<file path="config.mk">
export PLATFORM = sky130hd
export DESIGN_NAME = rr_arbiter8
export DESIGN_NICKNAME = d
export VERILOG_FILES = /design/src/rtl/rr_arbiter8_pkg.sv /design/src/rtl/rr_pick8.sv /design/src/rtl/rr_arbiter8.sv
export SDC_FILE = /design/constraint.sdc
export NUM_CORES = 1
export LEC_CHECK = 0
export ABC_AREA = 1
export CAP_MARGIN = 20
export CORE_UTILIZATION = 56
export DETAILED_ROUTE_END_ITERATION = 6
export PLACE_DENSITY = 0.89
export SYNTH_ARGS = -nofsm -noshare
export SYNTH_HDL_FRONTEND = slang
export SYNTH_SLANG_ARGS = --single-unit
</file>
<file path="constraint.sdc">
create_clock -name clk -period 2.95 [get_ports clk]
set_input_delay 0.59 -clock clk [delete_from_list [all_inputs] [get_ports clk]]
set_output_delay 0.59 -clock clk [all_outputs]
set_load 0.05 [all_outputs]
</file>
<file path="src/rtl/rr_arbiter8_pkg.sv">
// Shared definitions for the 8-way round-robin arbiter.
//   N_REQ            : number of requesters
//   PTR_W            : width of the round-robin pointer / owner index
//   HOLD_MAX_DEFAULT : default maximum grant hold time in cycles
//   state_t          : arbiter FSM state encoding
package rr_arbiter8_pkg;

    localparam int unsigned N_REQ            = 8;
    localparam int unsigned PTR_W            = 3;
    localparam int unsigned HOLD_MAX_DEFAULT = 15;

    typedef enum logic {
        IDLE  = 1'b0,
        GRANT = 1'b1
    } state_t;

endpackage

</file>
<file path="src/rtl/rr_pick8.sv">
// Combinational round-robin pick: first set request bit searching upward
// from ptr, wrapping 7 -> 0.
//   req      [7:0] in  : request lines
//   ptr      [2:0] in  : highest-priority position for this search
//   pick     [7:0] out : one-hot winner, 0 when req == 0
//   pick_idx [2:0] out : index of the winner (meaningless when req == 0)
module rr_pick8
    import rr_arbiter8_pkg::*;
(
    input  logic [N_REQ-1:0] req,
    input  logic [PTR_W-1:0] ptr,
    output logic [N_REQ-1:0] pick,
    output logic [PTR_W-1:0] pick_idx
);

    logic [N_REQ-1:0] rot;
    logic [PTR_W-1:0] first;
    logic             found;

    always_comb begin
        // Rotate so that bit ptr lands at position 0: rot[j] = req[(j+ptr) mod 8].
        rot   = N_REQ'({req, req} >> ptr);
        found = |rot;
        first = '0;
        // Descending scan so the lowest set bit is the last one written.
        for (int unsigned i = N_REQ; i > 0; i--) begin
            if (rot[i-1]) begin
                first = PTR_W'(i - 1);
            end
        end
        // Un-rotate; 3-bit addition wraps modulo 8.
        pick_idx = first + ptr;
        pick     = found ? (N_REQ'(1) << pick_idx) : '0;
    end

endmodule

</file>
<file path="src/rtl/rr_arbiter8.sv">
// Eight-way round-robin arbiter with bounded hold time. Produces a registered
// one-hot (or zero) grant suitable for driving an 8-to-3 priority encoder.
//   HOLD_MAX       : maximum cycles a grant may be held (1..255)
//   CNT_W          : hold-counter width, 2**CNT_W > HOLD_MAX
//   clk      in    : clock, rising edge
//   rst      in    : asynchronous active-high reset
//   req  [7:0] in  : request lines
//   done     in    : owner releases grant (sampled only while granted)
//   grant[7:0] out : registered one-hot grant or 0
//   valid    out   : grant is non-zero
//   timeout  out   : one-cycle pulse after a forced (hold-limit) release
module rr_arbiter8
    import rr_arbiter8_pkg::*;
#(
    parameter int unsigned HOLD_MAX = HOLD_MAX_DEFAULT,
    parameter int unsigned CNT_W    = 8
)
(
    input  logic             clk,
    input  logic             rst,
    input  logic [N_REQ-1:0] req,
    input  logic             done,
    output logic [N_REQ-1:0] grant,
    output logic             valid,
    output logic             timeout
);

    state_t           state_q, state_d;
    logic [N_REQ-1:0] grant_q, grant_d;
    logic             valid_q, valid_d;
    logic             timeout_q, timeout_d;
    logic [PTR_W-1:0] ptr_q, ptr_d;
    logic [PTR_W-1:0] owner_q, owner_d;
    logic [CNT_W-1:0] cnt_q, cnt_d;

    logic [N_REQ-1:0] pick;
    logic [PTR_W-1:0] pick_idx;
    logic             rel_done, rel_drop, rel_hold;

    rr_pick8 u_pick (
        .req      (req),
        .ptr      (ptr_q),
        .pick     (pick),
        .pick_idx (pick_idx)
    );

    always_ff @(posedge clk or posedge rst) begin
        if (rst) begin
            state_q   <= IDLE;
            grant_q   <= '0;
            valid_q   <= 1'b0;
            timeout_q <= 1'b0;
            ptr_q     <= '0;
            owner_q   <= '0;
            cnt_q     <= '0;
        end else begin
            state_q   <= state_d;
            grant_q   <= grant_d;
            valid_q   <= valid_d;
            timeout_q <= timeout_d;
            ptr_q     <= ptr_d;
            owner_q   <= owner_d;
            cnt_q     <= cnt_d;
        end
    end

    always_comb begin
        state_d   = state_q;
        grant_d   = grant_q;
        valid_d   = valid_q;
        timeout_d = 1'b0;
        ptr_d     = ptr_q;
        owner_d   = owner_q;
        cnt_d     = cnt_q;
        rel_done  = 1'b0;
        rel_drop  = 1'b0;
        rel_hold  = 1'b0;

        case (state_q)
            IDLE: begin
                if (|req) begin
                    grant_d = pick;
                    valid_d = 1'b1;
                    owner_d = pick_idx;
                    cnt_d   = '0;
                    state_d = GRANT;
                end
            end
            GRANT: begin
                rel_done = done;
                rel_drop = ~req[owner_q];
                rel_hold = (cnt_q == CNT_W'(HOLD_MAX - 1));
                if (rel_done || rel_drop || rel_hold) begin
                    grant_d   = '0;
                    valid_d   = 1'b0;
                    ptr_d     = owner_q + PTR_W'(1);
                    state_d   = IDLE;
                    // Only a purely hold-limit release is reported as a timeout.
                    timeout_d = rel_hold & ~rel_done & ~rel_drop;
                end else begin
                    cnt_d = cnt_q + CNT_W'(1);
                end
            end
            default: begin
                state_d = IDLE;
                grant_d = '0;
                valid_d = 1'b0;
            end
        endcase
    end

    assign grant   = grant_q;
    assign valid   = valid_q;
    assign timeout = timeout_q;

endmodule

</file>
==> results.ini, run 1 <==
[cells_and_area]
fin_nets=302
drive_above_1_share_pct=23.5
nFillCells=234
area_delta_synth_final_pct=22.3
antenna_cells=0
fin_util_pct=73.3

[routing]
dr.pass1.iters=4
routed-wl-met3_um=134
drc=0
wl_met1_um=1830
routed_via_density=5.28
highest_layer=met4
drtAntennaViolNets=0
wl_met2_um=2010
drtIter0Drc=90
vias=1737
wire_per_inst_um=12.2
routed_wl_um=4000

[sta]
period_minus_slack_ns=2.70
drv_slew=0
post-route-period-util_pct=91.6
worst_pin_slew_ns=0.520
fmax_mhz=370
hold_violations=0
rsz0062_at_grt=false
setup_viol=0
max-slew-margin-rel_pct=65.3
finalSetupTns_ns=0
skew_ns=0.00290

[power_and_ir_drop]
max-vdd-ir-drop_uv=661
power.density_nw_per_um2=1130
power.static_leakage_nw=1.20

[worst_setup_path]
startpoint=ptr_q[0]
worstPathRequired_ns=3.17
cp_max_fo=11
critPathKind=reg -> reg
cp-start-kind=register
arrival_ns=2.92
worstReg2RegStart=ptr_q[0]
endpoint_kind=register

[logic_synthesis]
ys_async_sr_fraction_pct=100
synth_common_cells=nand2_1, nand3_1, dfrtp_1
yosysWarnings=0
synth-edff-count=0
avgSynthCellArea_um2=7.38
synth_top_area_cell=dfrtp_1
netlist_instances=250
syn-cell-area_um2=1850
synth.distinct_cells=33
syn-num-nets=266
yosysMostFrequentCell=nand2_1
synth-seq-cells=25
synth_area_leaders=dfrtp_1, nand2_1, nand3_1, nand2_2, inv_1
synth-seq-area-share_pct=33.9
synth_top_flop_cell=dfrtp_1
synth_top_area_share_pct=33.9

[cts]
h-tree-depth=1
path_clk_slew_ns=0.13
clock_latency_ns=0.31
cts_num_sinks=25
cts_tree=yes
post_cts_buffers=0
cts_root_buf=clkbuf_4
cts-buffers-inserted=3
cts_buffer_depth=2

[placement]
gp_congestion=0.831
portBuffers=20
hpwl_um=2970

[floorplanning]
io_pins=21
core_um2=3080
rows=20
die_y_um=59.4
initial_utilization_pct=60.0
die_w_um=59.4
design.die.area_um2=3530

[global_routing]
grt_max_degree=26
grt_overflow=0
antenna_found_initial=0
first_global_vias=1533
grt.total_usage_pct=24.8
grt_first_pass_wirelength_um=6670

[flow_run]
drv_cap=0

[hold_path]
hp-start=valid
hold_path.class=reg -> reg

[status]
status=completed

[per-layer routing]
metal / GRT usage [%] / vias to the layer above
li1: - / 892
met1: 33.8 / 807
met2: 41.6 / 32
met3: 3.93 / 6
met4: 5.44 / 0
met5: 0 / -
[registers in the layout, indices dropped and copies added, names as in the netlist]
register,flops
ptr_q,3
cnt_q,8
state_q,1
owner_q,3
valid,1
timeout,1
grant,8
[path summary, 6_finish.rpt]
path	slack, ns	cells after the start	to
worst max-delay path	0.25	19	grant[3]
worst min-delay path	0.49	2	valid
worst max register to register	0.25	19	grant[3]
worst min register to register	0.49	2	valid
max in group asynchronous	2.10	3	ptr_q[1]
min in group asynchronous	0.60	3	grant[0]
[layout make-up]
cell class                 count  area (um2)  area share, %
inverter                      28         115           5.10
sequential                    25         628           27.8
clock buffer                   4        26.3           1.16
multi-input combinational    192        1090           48.4
tap                           44        55.1           2.44
timing repair buffer          36         340           15.1
[stage by stage]
stage | power [mW] | hold WS (ns) | setup WS (ns) | instances | cell area [um2]
after floorplan | 1.88 | 0.519 | 0.346 | 250 | 1850
after global placement | 2.31 | 0.459 | -0.230 | 325 | 2180
after detailed placement | 2.35 | 0.466 | -0.272 | 325 | 2180
after CTS | 2.50 | 0.495 | 0.0382 | 329 | 2210
after global routing | 2.79 | 0.503 | 0.00618 | 329 | 2260
final | 2.55 | 0.489 | 0.246 | 329 | 2260
[critical path, stage by stage (launching register included)]
cell	delay [ns]
dfrtp_2	0.56
nand2_1	0.14
nand3_1	0.10
nand2_1	0.07
o21ai_1	0.16
inv_1	0.06
nand2_1	0.06
nand2_1	0.04
nand2_1	0.05
nand2_1	0.04
a21boi_1	0.12
ha_1	0.15
inv_1	0.04
fa_1	0.39
xor2_2	0.16
buf_4	0.16
nand2_4	0.10
nand2_4	0.06
nand2_1	0.07
nand2_1	0.05
[power by group]
group / internal (mW) / total [mW] / leakage (nW) / switching (mW)
registers: 0.440 / 0.591 / 0.327 / 0.151
clock network: 0.0528 / 0.149 / 0.0150 / 0.0966
logic: 0.727 / 1.81 / 0.859 / 1.09
[placed cells by master, fill, tap and decap left out, types with 2 or more instances in the layout]
cell type	instances
nand2_1	61
nand3_1	45
nand2_2	23
dfrtp_1	23
inv_1	22
buf_4	16
clkdlybuf4s50_1	12
nor2_1	11
o21ai_0	9
dlymetal6s2s_1	8
nand3_2	5
inv_2	4
nand4_1	4
ha_1	4
nor3_1	3
nand2_4	3
clkbuf_4	3
xnor2_1	2
o21bai_1	2
o21ai_2	2
nor2_4	2
o21ai_1	2
a21oi_1	2
xor2_1	2
dfrtp_2	2
[kinds of logic (layout without fill, tap and decap cells)]
kind of cell / count (synthesis) / after routing / share of synthesized area, %
AND/OR/NAND/NOR: 163 / 163 / 45.5
buffers and inverters: 33 / 68 / 8.41
flip-flops: 25 / 25 / 33.9
AO/OA/AOI/OAI: 19 / 19 / 6.03
adder cells (fa/ha/maj): 5 / 5 / 3.80
XOR/XNOR: 5 / 5 / 2.37
[repair_timing]
action                                  in CTS  in global routing
endpoints found under the setup margin       0                 10
hold buffers                                 0                  0
resized for setup                            0                 17
Power figures use the tool's default switching activity.
==> inputs of run 2 (changes only) <==
- CORE_UTILIZATION: 56 -> 30
- GPL_TIMING_DRIVEN: unset -> 0
- PLACE_DENSITY: 0.89 -> 0.57
- clock period: 2.95 -> 3.33 ns (I/O delays scaled with it)
==> results.ini, run 2 (synthesis gave the netlist of run 1 again) <==
[cells_and_area]
fin_util_pct=38.0
fin_area_um2=2250
instances_no_fill=351
nFillCells=625
area_delta_synth_final_pct=22.0
drive_above_1_share_pct=19.2
fin_nets=293
mostFrequentLayoutCell=nand2_1
antenna_cells=0
layout_common_cells=nand2_1, nand3_1, dfrtp_1

[worst_setup_path]
endpoint_kind=register
cp-start-kind=primary input
worstPathRequired_ns=3.51
arrival_ns=3.23
critPathKind=in -> reg
cp_max_fo=6

[routing]
drtAntennaViolNets=0
drc=0
drtIter0Drc=38
routed_wl_um=4000
wire_per_inst_um=11.4
dr.pass1.iters=4
vias=1639
routed_via_density=4.67

[power_and_ir_drop]
p_total_mw=2.20
power.static_leakage_nw=1.14
power.density_nw_per_um2=976
pwr-share-comb_pct=70.5
p_sw_mw=1.16
max-vdd-ir-drop_uv=413
swShare_pct=52.9
clock_power_share_pct=8.6
p_int_mw=1.04
seq_power_share_pct=20.9

[sta]
finalSetupTns_ns=0
max-slew-margin-rel_pct=66.4
worst_pin_slew_ns=0.502
setup_viol=0
holdWs_ns=0.483
worst_slack_ns=0.274
period_minus_slack_ns=3.06
drv_slew=0
skew_ns=0.00553
fmax_mhz=327
post-route-period-util_pct=91.8
hold_violations=0

[placement]
gp_congestion=0.778
pre_cts_ws_ns=-0.181
portBuffers=20
placed_area_um2=2140
dpl.cell_count=345
hpwl_um=3010

[cts]
cts_num_sinks=25
cts-buffers-inserted=3
cts_root_buf=clkbuf_8
h-tree-depth=1
cts_buffer_depth=2
path_clk_slew_ns=0.09
cts_tree=yes
clock_latency_ns=0.28
hold_buffers=0

[floorplanning]
die_w_um=80.4
design.die.area_um2=6470
rows=28
io_pins=21
die_y_um=80.4
core_um2=5920
initial_utilization_pct=31.2

[global_routing]
first_global_vias=1540
grt_first_pass_wirelength_um=6940
grt.total_usage_pct=13.7
grt_max_degree=26
antenna_found_initial=0
grt_overflow=0

[hold_path]
hold_path.class=reg -> reg

[status]
status=completed

[flow_run]
drv_cap=0

==> run 2: changes by cell type in the layout (fill, tap and decap cells not counted), moves of 3 or more <==
| cell | before | now |
|---|---|---|
| buf_4 | 16 | 2 |
| clkbuf_4 | 3 | 0 |
| clkbuf_8 | 0 | 3 |
| clkdlybuf4s50_1 | 12 | 16 |
| dlymetal6s2s_1 | 8 | 4 |
| nand2_1 | 61 | 64 |
| nand2_2 | 23 | 20 |
==> run 2: repair_timing <==
action | CTS | global route
endpoints found under the setup margin | 0 | 9
resized for setup | 0 | 8
buffers inserted | 0 | 1
hold endpoints to repair | 0 | 0
==> run 2: per-layer routing <==
layer  GRT usage, %  up-vias  wire length, um
met5              0        -                0
met2           21.5       19             1800
li1               -      870                -
met3           1.36        5              114
met1           19.3      745             2040
met4           4.64        0               45
==> run 2: final cells by class <==
class                      count  area (um2)  area share [%]
multi-input combinational    192        1090            48.2
sequential                    25         626            27.8
timing repair buffer          22         245            10.9
inverter                      28         115            5.11
tap                           75        93.8            4.17
clock buffer                   3        41.3            1.83
buffer                         5        40.0            1.78
clock inverter                 1        5.00           0.222
==> run 2: final timing paths <==
check	endpoint	cells past startpoint	slack (ns)	start
max	grant[1]	20	0.27	req[1]
min in group asynchronous	grant[7]	2	0.56	rst
min	valid	2	0.48	valid
max reg2reg	grant[1]	21	0.59	ptr_q[0]
max in group asynchronous	ptr_q[1]	3	2.42	rst
min reg2reg	valid	2	0.48	valid
==> run 2: power by group through the flow <==
stage          Combinational, mW  Sequential, mW  Clock, mW
2_1_floorplan               1.13           0.533          0
3_3_place_gp                1.47           0.465          0
3_5_place_dp                1.49           0.467          0
4_1_cts                     1.50           0.460      0.196
5_1_grt                     1.76           0.470      0.209
6_report                    1.55           0.460      0.189
==> run 2: worst max-delay path, stage by stage <==
cell,delay [ns]
clkdlybuf4s50_1,0.54
nand2_2,0.08
nand3_1,0.09
nand2_2,0.09
o21ai_4,0.16
nand2_1,0.06
nand2_1,0.05
nand2_1,0.04
nand2_1,0.05
nand2_1,0.05
a21boi_1,0.13
ha_1,0.16
inv_1,0.04
fa_1,0.40
xor2_2,0.20
buf_4,0.14
nand2_4,0.10
nand2_4,0.06
nand2_1,0.06
nand2_1,0.05
